===== config.mk =====
export PLATFORM = sky130hd
export DESIGN_NAME = data_cache
export DESIGN_NICKNAME = d
export VERILOG_FILES = /design/src/rtl/data_cache.sv
export SDC_FILE = /design/constraint.sdc
export NUM_CORES = 2
export LEC_CHECK = 0
export ABC_CLOCK_PERIOD_IN_PS = 8600
export CORE_ASPECT_RATIO = 1.2
export CORE_MARGIN = 4
export CORE_UTILIZATION = 32
export CTS_BUF_LIST = sky130_fd_sc_hd__clkbuf_8
export CTS_CLUSTER_SIZE = 24
export DETAILED_ROUTE_END_ITERATION = 6
export SKIP_LAST_GASP = 1
export SYNTH_ARGS = -nofsm -noshare
export SYNTH_HDL_FRONTEND = slang
export SYNTH_SLANG_ARGS = --single-unit

===== constraint.sdc =====
create_clock -name clk -period 8.6 [get_ports clk]
set_input_delay 0.86 -clock clk [delete_from_list [all_inputs] [get_ports clk]]
set_output_delay 0.86 -clock clk [all_outputs]
set_load 0.02 [all_outputs]

===== src/rtl/data_cache.sv =====
// Direct-mapped, write-back, write-allocate data cache between the core load/store
// path and a word-wide backing memory; a miss stalls the core while lines move one word per beat.
module data_cache #(
    parameter int SETS       = 16,
    parameter int LINE_WORDS = 4
) (
    input  logic        clk,
    input  logic        rst,
    input  logic        cpu_re,
    input  logic        cpu_we,
    input  logic [31:0] cpu_addr,
    input  logic [31:0] cpu_wdata,
    input  logic [3:0]  cpu_be,
    output logic [31:0] cpu_rdata,
    output logic        stall,
    output logic        mem_req,
    output logic        mem_we,
    output logic [31:0] mem_addr,
    output logic [31:0] mem_wdata,
    input  logic [31:0] mem_rdata,
    input  logic        mem_ack
);

    localparam int OFF_W  = $clog2(LINE_WORDS);
    localparam int BEAT_W = (OFF_W > 0) ? OFF_W : 1;
    localparam int IDX_W  = $clog2(SETS);
    localparam int TAG_W  = 30 - OFF_W - IDX_W;
    localparam logic [BEAT_W-1:0] LAST_BEAT = BEAT_W'(LINE_WORDS - 1);

    typedef enum logic [1:0] {IDLE, WRITEBACK, REFILL} state_t;

    state_t              state_q, state_d;
    logic [BEAT_W-1:0]   beat_q, beat_d;
    logic [SETS-1:0]     valid_q, dirty_q;
    logic [TAG_W-1:0]    tag_q  [SETS];
    logic [31:0]         data_q [SETS][LINE_WORDS];

    logic [BEAT_W-1:0]   req_off;
    logic [IDX_W-1:0]    req_idx;
    logic [TAG_W-1:0]    req_tag;
    logic                access, hit, store_hit, refill_wr, last_beat;
    logic                unused_addr_bits;

    assign req_off          = (OFF_W > 0) ? cpu_addr[2 +: BEAT_W] : '0;
    assign req_idx          = cpu_addr[2+OFF_W +: IDX_W];
    assign req_tag          = cpu_addr[31 -: TAG_W];
    assign unused_addr_bits = ^cpu_addr[1:0];

    assign access    = cpu_re || cpu_we;
    assign hit       = valid_q[req_idx] && (tag_q[req_idx] == req_tag);
    assign last_beat = (beat_q == LAST_BEAT);
    assign cpu_rdata = data_q[req_idx][req_off];

    always_comb begin
        state_d   = state_q;
        beat_d    = beat_q;
        stall     = 1'b0;
        mem_req   = 1'b0;
        mem_we    = 1'b0;
        mem_addr  = 32'h0;
        mem_wdata = 32'h0;
        store_hit = 1'b0;
        refill_wr = 1'b0;
        case (state_q)
            IDLE: begin
                if (access) begin
                    if (hit) begin
                        store_hit = cpu_we;
                    end else begin
                        stall   = 1'b1;
                        beat_d  = '0;
                        state_d = (valid_q[req_idx] && dirty_q[req_idx]) ? WRITEBACK : REFILL;
                    end
                end
            end
            WRITEBACK: begin
                stall     = 1'b1;
                mem_req   = 1'b1;
                mem_we    = 1'b1;
                mem_addr  = {tag_q[req_idx], req_idx, {(OFF_W+2){1'b0}}} | (32'(beat_q) << 2);
                mem_wdata = data_q[req_idx][beat_q];
                if (mem_ack) begin
                    if (last_beat) begin
                        state_d = REFILL;
                        beat_d  = '0;
                    end else begin
                        beat_d  = beat_q + BEAT_W'(1);
                    end
                end
            end
            REFILL: begin
                stall    = 1'b1;
                mem_req  = 1'b1;
                mem_addr = {req_tag, req_idx, {(OFF_W+2){1'b0}}} | (32'(beat_q) << 2);
                if (mem_ack) begin
                    refill_wr = 1'b1;
                    if (last_beat) begin
                        state_d = IDLE;
                        beat_d  = '0;
                    end else begin
                        beat_d  = beat_q + BEAT_W'(1);
                    end
                end
            end
            default: state_d = IDLE;
        endcase
    end

    // Control state; a refill in progress keeps the line invalid until its last word lands
    always_ff @(posedge clk or posedge rst) begin
        if (rst) begin
            state_q <= IDLE;
            beat_q  <= '0;
            valid_q <= '0;
            dirty_q <= '0;
        end else begin
            state_q <= state_d;
            beat_q  <= beat_d;
            if (store_hit) begin
                dirty_q[req_idx] <= 1'b1;
            end
            if (refill_wr) begin
                valid_q[req_idx] <= last_beat;
                dirty_q[req_idx] <= 1'b0;
            end
        end
    end

    always_ff @(posedge clk) begin
        if (store_hit) begin
            for (int b = 0; b < 4; b++) begin
                if (cpu_be[b]) begin
                    data_q[req_idx][req_off][8*b +: 8] <= cpu_wdata[8*b +: 8];
                end
            end
        end
        if (refill_wr) begin
            data_q[req_idx][beat_q] <= mem_rdata;
            if (last_beat) begin
                tag_q[req_idx] <= req_tag;
            end
        end
    end

endmodule

==> summary.txt <==
STA
  • Fmax: 149 MHz
  • Final setup viols: 0
  • Hold slack: 0.476 ns
  • RSZ-0062 raised after global routing: no
  • Final Hold Fails: 0
  • Final period util: 0.779
  • Setup TNS Final: 0 ns
  • Slew Limit Headroom: -0.00803
  • Minimum clock period: 6.70 ns
  • Final clock skew: 0.173 ns
  • Slew at the pin closest to its max-slew limit: 1.50 ns
  • Final number of max-transition violations: 9
  • Setup ws final: 1.90 ns

Setup path
  • CP startpoint kind: primary input
  • Critical path's most frequent cell: mux4_2
  • Worst path slowest cell: buf_8
  • Worst EP required: 7.74 ns
  • Arr. time, crit path: 5.84 ns
  • CP Capture Type: output port
  • Worst Setup Path Type: primary input to output port
  • Cells along the critical path: buf_8 -> buf_4 -> buf_12 -> buf_12 -> mux4_2 -> mux4_2 -> mux4_2 -> and2_1 -> clkdlybuf4s50_1
  • Slowest stage delay, CP: 0.64 ns
  • CP max FO: 88

Clock tree
  • Clock buffer count from CTS: 414
  • PostCTS Resize Cnt: 0
  • Clock sink count: 2468
  • Root Driver: clkbuf_8
  • Htree depth: 5
  • Postcts setup bufs: 0
  • Hold buffers post-CTS: 0
  • Clk buf depth: 4
  • TritonCTS clock tree: yes
  • Worst skew pair latency: 1.14 ns
  • Worst-path clk slew: 0.06 ns

Global route
  • Tot GR Track Use: 0.174
  • Pin count of the biggest net entering global routing: 147
  • Global route total overflow: 0
  • Initial antenna violation count: 30
  • First-pass GRT wire length: 400000 microns
  • Number of global-route vias before repair: 53000

Die
  • Die ar.: 321000 sq um
  • Starting Density: 0.321
  • Num ports: 204
  • Chip width: 518 microns
  • CORE AREA: 310000 sq um
  • Row cnt: 224
  • Die Ht: 620 microns

Yosys
  • Most area-consuming cells after synthesis: edfxtp_1 (73%), mux4_2 (18%), mux2_2 (1.5%), o21ai_0 (0.95%), dfrtp_1 (0.90%)
  • Sequential cell area fraction in the yosys report: 0.741
  • Dominant cell type by area after synthesis: edfxtp_1
  • FFs w/ async S/R, synth: 0.0146
  • Synthesis-stage register bit count: 2468
  • Yosys cell types: 65
  • Mean post-synth cell area: 21.9 sq um
  • Top_reg_cell synth: edfxtp_1
  • Synth top area share: 0.732
  • YS warnings: 0
  • Synth Instances: 4563
  • EDFF count, synth: 2432
  • Mapped Area: 99700 sq um

Run
  • Max-capacitance violation count: 1

Route
  • DR pass1 iterations: 7
  • Routed wl met3: 29400 microns
  • Wirelength, routed: 286000 microns
  • Met2 wire len: 136000 microns
  • Via/cell ratio: 5.43
  • DRC Markers: 109
  • WL per Instance: 30.1 microns
  • Highest routed layer: met5
  • Via count: 51500
  • Drt first-iter violations: 6093
  • DRT antenna net count: 0
  • Wl on met1: 107000 microns

Layout
  • Most frequent cells in the layout: edfxtp_1 (2432), mux4_2 (783), clkbuf_8 (422), o21ai_1 (202), buf_4 (196)
  • Most common cell after layout, fill and taps aside: edfxtp_1
  • Share of cells above drive strength 1: 0.308
  • Layout Nets: 5212
  • Final non-filler cell total: 9496
  • Synthesis-to-finish area growth: 15.0%

Power and ir drop
  • Flop pwr share: 0.526
  • Combinational cell fraction of total power: 0.107
  • Pwr per Cell Area: 228 nW/um^2
  • Switch share: 0.248
  • Worst VDD drop: 0.000165 V
  • Reported net switching power: 6.48 mW
  • Clock power share: 0.368
  • Pint: 19.7 mW
  • Pleak: 36.1 nW

Place
  • # placed instances: 8751
  • Post-DP HPWL: 174000 microns
  • Gpl congestion: 0.822
  • Input/output buffers: 199
  • Post-Place Setup Slack: 1.56 ns

Outcome
  • Failing checks: design-rule violations, max-capacitance violations, max-slew violations
  • Outcome: complete, but fails checks

Min path
  • Worst Hold Class: primary input to asynchronous set/reset pin
sequential cells by signal (all words and copies together) (netlist names):
| name | count |
|---|---|
| beat_q | 2 |
| tag_q | 384 |
| valid_q | 16 |
| data_q | 2048 |
| dirty_q | 16 |
| state_q | 2 |
metrics by stage:
stage                     instance area, sq um  utilization  total power [mW]
final                                   115000        0.370              26.2
after global routing                    115000        0.370              27.1
after CTS                               115000        0.369              26.4
after detailed placement                107000        0.345              16.8
after global placement                  107000        0.345              16.7
after floorplan                          99700            -              15.6
cell type report:
class	instances	area [sq um]
inverter	47	185
tap	4068	5090
antenna	21	52.6
multi-input combinational	1767	24300
sequential	2468	73900
clock inverter	302	1660
clock buffer	422	5810
timing repair buffer	401	3600
fill	28100	196000
path summary, 6_finish.rpt:
check                             from              to  slack, ns  cells past startpoint
setup / recovery           cpu_addr[4]   mem_wdata[14]       1.90                      9
hold / removal                     rst      dirty_q[5]       0.48                      3
setup reg to reg           tag_q[6][8]  data_q[10][75]       3.15                     10
hold reg to reg            valid_q[15]     valid_q[15]       0.49                      2
max in group asynchronous          rst       beat_q[0]       7.71                      3
min in group clk           valid_q[15]     valid_q[15]       0.49                      2
cell families (layout without fill, tap and decap cells):
logic type | after synthesis | in the layout | share of synthesized area
xor gates and xnor gates | 28 | 28 | 0.00246
other | 1 | 23 | 0.0000376
AOI/OAI and AO/OA | 403 | 403 | 0.0241
muxes | 997 | 997 | 0.200
DFF | 2468 | 2468 | 0.741
buffers and inverters | 329 | 1172 | 0.0152
adders and majority gates | 8 | 8 | 0.00100
and+or+nand+nor | 329 | 329 | 0.0158
power groups by stage:
stage,sequential (mW),combinational (mW),clock [mW]
floorplan,14.0,1.66,0
finish,13.8,2.79,9.63
CTS,13.8,2.81,9.83
detailed placement,14.0,2.80,0
global route,13.8,2.95,10.4
global placement,14.0,2.73,0
worst max-delay path, delay by kind of cell:
| kind | cells | cell delay (ns) |
|---|---|---|
| buffers and inverters | 5 | 2.77 |
| multiplexers | 3 | 1.69 |
| AND/OR/NAND/NOR | 1 | 0.16 |
synth_stat cells (17+ instances only):
library cell / count
nand2_1: 159
mux2i_1: 79
nand3_1: 19
and2_1: 40
dfrtp_1: 36
o21ai_0: 190
clkbuf_1: 180
mux4_2: 783
mux2_2: 133
o21ai_1: 89
edfxtp_1: 2432
xnor2_1: 17
buf_1: 46
nor2_1: 30
inv_1: 45
nor2b_1: 29
buf_2: 23
a22oi_1: 31
buf_6: 23
metal layers:
metal	vias up	track usage
met2	2874	0.280
met4	32	0.0736
met5	-	0.00876
met3	702	0.0533
li1	20500	-
met1	27400	0.220
Power figures use the tool's default switching activity.
